===== src/rtl/vc_pkg.sv =====
// Shared definitions for the VC read arbiter and the VC FIFO bank:
// FSM encodings, channel count/index width and the default word width.
package vc_pkg;

  localparam int N_CH   = 4;
  localparam int CH_W   = 2;
  localparam int DEF_BW = 6;

  typedef enum logic [1:0] {
    ST_IDLE   = 2'd0,
    ST_ACTIVE = 2'd1,
    ST_PAUSE  = 2'd2
  } state_t;

endpackage


===== src/rtl/vc_rd_arbiter_if.sv =====
// Bus between the VC FIFO bank / downstream stage and the read arbiter.
//
// Handshake: the FIFO side presents fifo_empty and first-word-fall-through
// data per channel; a fifo_rd[i] pulse in cycle N pops channel i at the end
// of cycle N, and the popped word appears on data_out with valid_out=1 in
// cycle N+1 (one cycle per word, no ready: downstream throttles only through
// pause, which stops reads in the same cycle it rises).
interface vc_rd_arbiter_if #(
  parameter int BW = vc_pkg::DEF_BW
);
  import vc_pkg::*;

  logic [N_CH-1:0]    fifo_empty;
  logic [N_CH*BW-1:0] fifo_data_in;
  logic               pause;
  logic [N_CH-1:0]    fifo_rd;
  logic [BW-1:0]      data_out;
  logic               valid_out;
  logic [CH_W-1:0]    ch_out;

  // Arbiter side
  modport master (
    input  fifo_empty, fifo_data_in, pause,
    output fifo_rd, data_out, valid_out, ch_out
  );

  // FIFO bank / downstream side
  modport slave (
    output fifo_empty, fifo_data_in, pause,
    input  fifo_rd, data_out, valid_out, ch_out
  );

endinterface


===== src/rtl/vc_rd_arbiter_rr_next4.sv =====
// Rotating first-one finder: returns the first requesting channel after
// `last` (last+1, last+2, last+3, then last itself), plus an any-request flag.
module rr_next4
  import vc_pkg::*;
(
  input  logic [N_CH-1:0] req,
  input  logic [CH_W-1:0] last,
  output logic [CH_W-1:0] idx,
  output logic            any
);

  logic [CH_W-1:0] cand;

  // Scan farthest-first so the nearest requester after `last` wins
  always_comb begin
    idx  = last;
    any  = 1'b0;
    cand = last;
    for (int k = N_CH; k >= 1; k--) begin
      cand = last + CH_W'(k);
      if (req[cand]) begin
        idx = cand;
        any = 1'b1;
      end
    end
  end

endmodule


===== src/rtl/vc_rd_arbiter.sv =====
// Read-side arbiter for four VC FIFOs: round-robin grant with a per-grant
// burst limit, downstream pause back-pressure, tagged registered output.
// Optional macro VC_RD_STRICT_PRIO_EN: channel 0 gets strict priority
// (preempts other grants, ignores the burst limit, fixed 0>1>2>3 search).
module vc_rd_arbiter
  import vc_pkg::*;
#(
  parameter int BW        = DEF_BW,
  parameter int MAX_BURST = 4
) (
  input  logic             clk,
  input  logic             reset_L,
  vc_rd_arbiter_if.master  bus,
  output logic             idle,
  output state_t           state
);

  localparam logic [3:0] MAX_B = 4'(MAX_BURST);

  logic [CH_W-1:0] grant;
  logic [3:0]      burst_cnt;
  logic [N_CH-1:0] req;
  logic [CH_W-1:0] scan_base;
  logic [CH_W-1:0] next_ch;
  logic            any_req;
  logic            preempt;
  logic            burst_ok;
  logic            can_read;
  logic [BW-1:0]   words [N_CH];

  assign req = ~bus.fifo_empty;

  for (genvar i = 0; i < N_CH; i++) begin : g_words
    assign words[i] = bus.fifo_data_in[i*BW +: BW];
  end

`ifdef VC_RD_STRICT_PRIO_EN
  // Starting the scan after the last channel yields fixed priority 0>1>2>3
  assign scan_base = CH_W'(N_CH-1);
  assign preempt   = (grant != '0) && req[0];
  assign burst_ok  = (burst_cnt < MAX_B) || (grant == '0);
`else
  assign scan_base = grant;
  assign preempt   = 1'b0;
  assign burst_ok  = burst_cnt < MAX_B;
`endif

  rr_next4 u_next (
    .req  (req),
    .last (scan_base),
    .idx  (next_ch),
    .any  (any_req)
  );

  // A read happens only in ACTIVE, unpaused, on a non-empty granted channel
  assign can_read    = (state == ST_ACTIVE) && !bus.pause && req[grant] &&
                       burst_ok && !preempt;
  assign bus.fifo_rd = can_read ? (N_CH'(1) << grant) : '0;
  assign idle        = (state == ST_IDLE);

  // FSM, grant/burst bookkeeping and registered output word
  always_ff @(posedge clk) begin
    if (!reset_L) begin
      state         <= ST_IDLE;
      grant         <= CH_W'(N_CH-1);
      burst_cnt     <= '0;
      bus.data_out  <= '0;
      bus.valid_out <= 1'b0;
      bus.ch_out    <= '0;
    end else begin
      bus.valid_out <= 1'b0;
      unique case (state)
        ST_IDLE: begin
          if (!bus.pause && any_req) begin
            grant     <= next_ch;
            burst_cnt <= '0;
            state     <= ST_ACTIVE;
          end
        end
        ST_ACTIVE: begin
          if (bus.pause) begin
            state <= ST_PAUSE;
          end else if (can_read) begin
            bus.data_out  <= words[grant];
            bus.ch_out    <= grant;
            bus.valid_out <= 1'b1;
            burst_cnt     <= (burst_cnt == 4'hF) ? burst_cnt : burst_cnt + 4'd1;
          end else if (any_req) begin
            grant     <= next_ch;
            burst_cnt <= '0;
          end else begin
            state <= ST_IDLE;
          end
        end
        ST_PAUSE: begin
          if (!bus.pause) state <= ST_ACTIVE;
        end
        default: state <= ST_IDLE;
      endcase
    end
  end

endmodule


===== src/flat_wrapper.sv =====
// flat-port wrapper written by rule: the top's interface ports become plain ports
module vc_rd_arbiter_flat import vc_pkg::*;
#(
  parameter int BW        = DEF_BW,
  parameter int MAX_BURST = 4
)
  (clk, reset_L, idle, state, bus_fifo_empty, bus_fifo_data_in, bus_pause, bus_fifo_rd, bus_data_out, bus_valid_out, bus_ch_out);
  vc_rd_arbiter_if #(.BW(BW)) bus_i ();
  input  logic clk;
  input  logic reset_L;
  output logic idle;
  output state_t state;
  input wire logic [$bits(bus_i.fifo_empty)-1:0] bus_fifo_empty;
  input wire logic [$bits(bus_i.fifo_data_in)-1:0] bus_fifo_data_in;
  input wire logic [$bits(bus_i.pause)-1:0] bus_pause;
  output wire logic [$bits(bus_i.fifo_rd)-1:0] bus_fifo_rd;
  output wire logic [$bits(bus_i.data_out)-1:0] bus_data_out;
  output wire logic [$bits(bus_i.valid_out)-1:0] bus_valid_out;
  output wire logic [$bits(bus_i.ch_out)-1:0] bus_ch_out;
  assign bus_i.fifo_empty = bus_fifo_empty;
  assign bus_i.fifo_data_in = bus_fifo_data_in;
  assign bus_i.pause = bus_pause;
  assign bus_fifo_rd = bus_i.fifo_rd;
  assign bus_data_out = bus_i.data_out;
  assign bus_valid_out = bus_i.valid_out;
  assign bus_ch_out = bus_i.ch_out;
  vc_rd_arbiter #(.BW(BW), .MAX_BURST(MAX_BURST)) u_core (.clk(clk), .reset_L(reset_L), .bus(bus_i), .idle(idle), .state(state));
endmodule

===== config.mk =====
export PLATFORM = sky130hd
export DESIGN_NAME = vc_rd_arbiter_flat
export DESIGN_NICKNAME = d
export VERILOG_FILES = /design/src/rtl/vc_pkg.sv /design/src/rtl/vc_rd_arbiter_if.sv /design/src/rtl/vc_rd_arbiter_rr_next4.sv /design/src/rtl/vc_rd_arbiter.sv /design/src/flat_wrapper.sv
export SDC_FILE = /design/constraint.sdc
export NUM_CORES = 1
export LEC_CHECK = 0
export ABC_CLOCK_PERIOD_IN_PS = 2800
export BUFFER_PORTS_ARGS = -buffer_cell sky130_fd_sc_hd__buf_2
export CORE_MARGIN = 1
export CORE_UTILIZATION = 25
export CTS_CLUSTER_SIZE = 10
export DETAILED_ROUTE_END_ITERATION = 8
export SLEW_MARGIN = 20
export SYNTH_ARGS = -nofsm -noshare
export SYNTH_HDL_FRONTEND = slang
export SYNTH_SLANG_ARGS = --single-unit

===== constraint.sdc =====
create_clock -name clk -period 2.8 [get_ports clk]
set_input_delay 0.14 -clock clk [delete_from_list [all_inputs] [get_ports clk]]
set_output_delay 0.14 -clock clk [all_outputs]
set_load 0.05 [all_outputs]

==> flow_summary_export.csv, run 1 <==
group,metric,value,unit
status,status,"finished, final reports clean",
finish,fin_area,1430,um2
critical_path,startpoint_type,"flip-flop",
global_routing,grt_max_degree,22,
clocking,cts.path.max_buffers,2,
synth,yosysSeqAreaShare,0.309,
global_routing,grt_pass1_vias,914,
finish,nFillCells,418,
synth,netlist_instances,99,
min_path,holdCritPathClass,"in -> reg",
clocking,clock_latency,250,ps
floorplanning,ios,47,
critical_path,cp.required,2660,ps
routing,wl,2640,um
synth,yosysTopAreaCell,"dfxtp_1",
finish,layout.cells.non_filler,196,
clocking,cts_hold_buf,0,
placement,dp_hpwl,2030,um
routing,wl_per_cell,13.5,um
sta,layout_min_cycle_time,2320,ps
clocking,cts_root_buf,"clkbuf_8",
power,power_density,482,nW/um2
clocking,cts_tree,"done",
placement,gp_congestion,0.798,
sta,fmax,431,MHz
clocking,cts_resized,0,
critical_path,crit_fanout,8,
floorplanning,die_w,68.3,um
floorplanning,start_util,0.267,
finish,drive_gt1_frac,0.473,
routing,drc,0,
routing,via_per_inst,4.90,
routing,antenna_left,0,
clocking,cts.htree.levels,1,
finish,area_growth,29.9,%
global_routing,grt_use_total,0.115,
job,maxCapViolCount,0,
critical_path,critPathCaptureType,"output port",
routing,vias,961,
floorplanning,std_cell_rows,23,
global_routing,grt_overflow,0,
synth,synth_edf_count,0,
routing,drt_iter0_markers,31,
floorplanning,core,4120,um2
clocking,post_cts_buffers,0,
critical_path,worstSetupPathType,"reg -> out",
critical_path,r2r_slack,610,ps
synth,synth.net_count,135,
synth,synthArstFlopShare,0,
routing,wl_met1,1140,um
finish,n_antenna_cell,0,
clocking,numCtsBuffers,3,
synth,syn_area,1100,um2
synth,synth_warnings,0,
routing,first_pass_iters,4,
power,max-vdd-ir-drop,157,uV
global_routing,antenna_found_initial,0,
placement,dpl-instance-area,1380,um2
synth,synth.top_cell.area_share,0.309,
routing,top_layer,"met4",
global_routing,grt_pass1_wl,4000,um
floorplanning,dieArea,4670,um2
critical_path,cp.arrival,2180,ps
power,power,688,uW
sta,hold_viol_final,0,
placement,io_buffers,46,
sta,fin_tns_setup,0,ps
synth,ys_top_cells_by_area,"dfxtp_1, mux4_2, mux2i_1",
sta,skew,2.32,ps
synth,ys_top_cells_by_count,"dfxtp_1, nor2b_1, mux2i_1, mux4_2",
floorplanning,chipHeight,68.3,um
synth,ys_ff_latch,17,
synth,yosysMostFrequentCell,"dfxtp_1",
routing,met2WireLength,1320,um
sta,slew_violations,0,
sta,finalSetupViolations,0,
sta,relSlewSlack,0.626,
sta,fin_crit_sh,0.828,
sta,rsz0062_at_grt,"false",
clocking,clkSinkCount,17,
finish,nets,183,
synth,syn_area_per_cell,11.1,um2
synth,synthFlopType,"dfxtp_1",
clocking,path_clk_slew,70,ps
placement,dpl.cell_count,192,
synth,synthDistinctLibCells,32,
routing,wl_met3,159,um
power,cellLeakagePower,0.652,nW
sta,worstMarginPinSlew,556,ps
==> per-layer routing <==
layer | vias up | track usage
met1 | 451 | 0.141
met2 | 35 | 0.195
met4 | 0 | 0.0495
met5 | - | 0
li1 | 471 | -
met3 | 4 | 0.0233
==> where the power goes <==
part / switching, mW / internal (mW) / leakage (nW)
Combinational: 0.123 / 0.112 / 0.488
Clock: 0.0851 / 0.0986 / 0.0255
Sequential: 0.0149 / 0.254 / 0.138
==> layout by cell type, fill, tap and decap left out, types with 2 or more instances in the layout <==
| cell | count |
|---|---|
| a211o_2 | 2 |
| a22oi_1 | 3 |
| and2_2 | 5 |
| and3_1 | 2 |
| buf_2 | 46 |
| buf_4 | 3 |
| clkbuf_8 | 3 |
| dfxtp_1 | 17 |
| ha_1 | 5 |
| inv_1 | 2 |
| mux2i_1 | 9 |
| mux4_1 | 2 |
| mux4_2 | 7 |
| nand2_1 | 5 |
| nand3_1 | 2 |
| nor2_1 | 2 |
| nor2b_1 | 13 |
| o221ai_1 | 3 |
==> worst max-delay path: stages (launching register included) <==
cell and delay [ps]:
dfxtp_1 370, mux4_2 560, nor4_4 510, and2_2 230
buf_2 260
==> sequential cells by signal, summed over array words and instances (netlist names) <==
name,count
u_core.burst_cnt,4
u_core.bus.ch_out,2
u_core.bus.data_out,6
u_core.bus.valid_out,1
u_core.grant,2
u_core.state,2
==> per-stage QoR <==
| step | worst slack (ps) | util | hold WS, ps |
|---|---|---|---|
| after floorplan | 475 | - | 216 |
| after global placement | 703 | 0.336 | 402 |
| after detailed placement | 634 | 0.336 | 412 |
| after CTS | 440 | 0.347 | 145 |
| after global routing | 340 | 0.347 | 145 |
| final | 480 | 0.347 | 145 |
==> path summary, 6_finish.rpt <==
kind,from,end,cells past startpoint
setup / recovery,u_core.grant[0]$_SDFFE_PN1P_,bus_fifo_rd[2],4
setup reg to reg,u_core.grant[0]$_SDFFE_PN1P_,u_core.grant[0]$_SDFFE_PN1P_,7
hold reg to reg,u_core.burst_cnt[3]$_SDFFE_PN0P_,u_core.burst_cnt[3]$_SDFFE_PN0P_,1
hold / removal,bus_pause,u_core.state[0]$_SDFFE_PN0P_,2
==> kinds of logic after synthesis <==
group | count (synthesis) | synth area share
flops | 17 | 0.309
mux | 18 | 0.273
xor+xnor | 1 | 0.00797
simple gates | 36 | 0.212
buf+inv | 8 | 0.0364
compound gates | 14 | 0.105
fa+ha+maj | 5 | 0.0569
==> final cells by class <==
cell class | count | area, um2 | share of cell area
well taps | 50 | 62.6 | 0.0438
clock inverters | 1 | 5.00 | 0.00350
multi-input cells | 74 | 719 | 0.504
flip-flops and latches | 17 | 340 | 0.238
repair buffers | 49 | 253 | 0.177
clock buffers | 3 | 41.3 | 0.0289
inverters | 2 | 7.51 | 0.00525
Power figures use the tool's default switching activity.
==> run 2, diff against run 1 <==
--- a/config.mk
+++ b/config.mk
@@ -5,7 +5,7 @@
 export SDC_FILE = /design/constraint.sdc
 export NUM_CORES = 1
 export LEC_CHECK = 0
-export ABC_CLOCK_PERIOD_IN_PS = 2800
+export ABC_CLOCK_PERIOD_IN_PS = 2100
 export BUFFER_PORTS_ARGS = -buffer_cell sky130_fd_sc_hd__buf_2
 export CORE_MARGIN = 1
 export CORE_UTILIZATION = 25
==> constraint.sdc (replaced) <==
create_clock -name clk -period 2.1 [get_ports clk]
set_input_delay 0.105 -clock clk [delete_from_list [all_inputs] [get_ports clk]]
set_output_delay 0.105 -clock clk [all_outputs]
set_load 0.05 [all_outputs]
==> flow_summary_export.csv, run 2 (synthesized netlist as in run 1, its figures left out) <==
group,metric,value,unit
global_routing,antenna_found_initial,0,
power,max-vdd-ir-drop,192,uV
sta,fin_crit_sh,0.969,
finish,layout_common_cells,"buf_2, dfxtp_1, nor2b_1",
clocking,cts_tree,"done",
critical_path,cp.required,2000,ps
floorplanning,dieArea,4670,um2
clocking,cts.path.max_buffers,2,
floorplanning,core,4120,um2
finish,drive_gt1_frac,0.490,
critical_path,cp.arrival,1930,ps
sta,skew,2.12,ps
clocking,clkSinkCount,17,
floorplanning,chipHeight,68.3,um
global_routing,grt_pass1_wl,3730,um
critical_path,worstSetupPathType,"reg -> out",
critical_path,critPathCaptureType,"output port",
routing,first_pass_iters,4,
routing,vias,969,
sta,fin_ws,65.9,ps
finish,largest_reg_flops,6,
floorplanning,std_cell_rows,23,
routing,wl,2620,um
sta,worstMarginPinSlew,359,ps
power,cellLeakagePower,0.663,nW
job,maxCapViolCount,0,
clocking,cts_hold_buf,0,
critical_path,crit_fanout,6,
sta,relSlewSlack,0.761,
routing,via_per_inst,4.87,
global_routing,grt_overflow,0,
placement,io_buffers,46,
sta,hold_viol_final,0,
finish,nets,186,
finish,nFillCells,423,
clocking,clock_latency,250,ps
finish,final_util,0.355,
clocking,numCtsBuffers,3,
status,status,"finished, final reports clean",
power,power_density,636,nW/um2
sta,slew_violations,0,
global_routing,grt_max_degree,19,
clocking,path_clk_slew,70,ps
finish,regMostFlops,"u_core.bus.data_out",
finish,final_common_cell,"buf_2",
finish,area_growth,33.0,%
global_routing,grt_use_total,0.111,
finish,reg_top3,"u_core.bus.data_out x6, u_core.burst_cnt x4",
clocking,cts.htree.levels,1,
min_path,holdCritPathClass,"in -> reg",
critical_path,startpoint_type,"flip-flop",
placement,dp_hpwl,2090,um
finish,n_antenna_cell,0,
sta,layout_min_cycle_time,2030,ps
placement,dpl-instance-area,1400,um2
routing,drc,0,
sta,fin_tns_setup,0,ps
sta,finalSetupViolations,0,
floorplanning,ios,47,
routing,drt_iter0_markers,11,
routing,antenna_left,0,
sta,fmax,492,MHz
sta,rsz0062_at_grt,"false",
routing,wl_per_cell,13.2,um
floorplanning,die_w,68.3,um
placement,pre_cts_ws,147,ps
global_routing,grt_pass1_vias,835,
floorplanning,start_util,0.267,
sta,hold_slack,92.5,ps
placement,gp_congestion,0.746,
clocking,cts_root_buf,"clkbuf_8",
finish,fin_area,1460,um2
## run 2: power breakdown
group | switching [mW] | total [mW] | internal [mW]
clock | 0.114 | 0.248 | 0.135
combinational | 0.169 | 0.326 | 0.157
sequential | 0.0159 | 0.356 | 0.340
total | 0.299 | 0.930 | 0.631
## run 2: critical path, stage by stage, from the launching register on
cell and delay, ps:
dfxtp_2 360, mux4_2 550, nor4_4 340, and2_2 200
clkbuf_4 220
## run 2: area by class of cell
| cell class | count | area [um2] | area share |
|---|---|---|---|
| Tap cell | 50 | 62.6 | 0.0428 |
| Timing Repair Buffer | 52 | 285 | 0.195 |
| Inverter | 2 | 7.51 | 0.00513 |
| Multi-Input combinational cell | 74 | 719 | 0.492 |
| Sequential cell | 17 | 343 | 0.234 |
| Clock buffer | 4 | 45.0 | 0.0308 |
## run 2: metal layers
metal / wire, um / track usage
met3: 185 / 0.0267
met4: 49 / 0.0625
met1: 1090 / 0.129
met5: 0 / 0
met2: 1290 / 0.183
## run 2: final timing paths
| path | from | endpoint | slack [ps] | cells past startpoint |
|---|---|---|---|---|
| worst max-delay path | u_core.grant[0]$_SDFFE_PN1P_ | bus_fifo_rd[1] | 70 | 4 |
| worst min-delay path | bus_pause | u_core.state[0]$_SDFFE_PN0P_ | 90 | 2 |
| worst max register to register | u_core.grant[1]$_SDFFE_PN1P_ | u_core.grant[0]$_SDFFE_PN1P_ | 130 | 6 |
| worst min register to register | u_core.burst_cnt[3]$_SDFFE_PN0P_ | u_core.burst_cnt[3]$_SDFFE_PN0P_ | 480 | 1 |
## run 2: through the flow
stage	total power, mW	cells
detailed placement	0.690	194
global placement	0.676	194
CTS	0.939	198
finish	0.930	199
global route	0.980	199
floorplan	0.596	99
## run 2: timing repair
action / 4_1_cts / 5_1_grt
resized for setup: 0 / 8
pin swaps: 1 / 1
endpoints found under the setup margin: 4 / 4
endpoints found under the hold margin: 0 / 0
setup buffers: 0 / 1
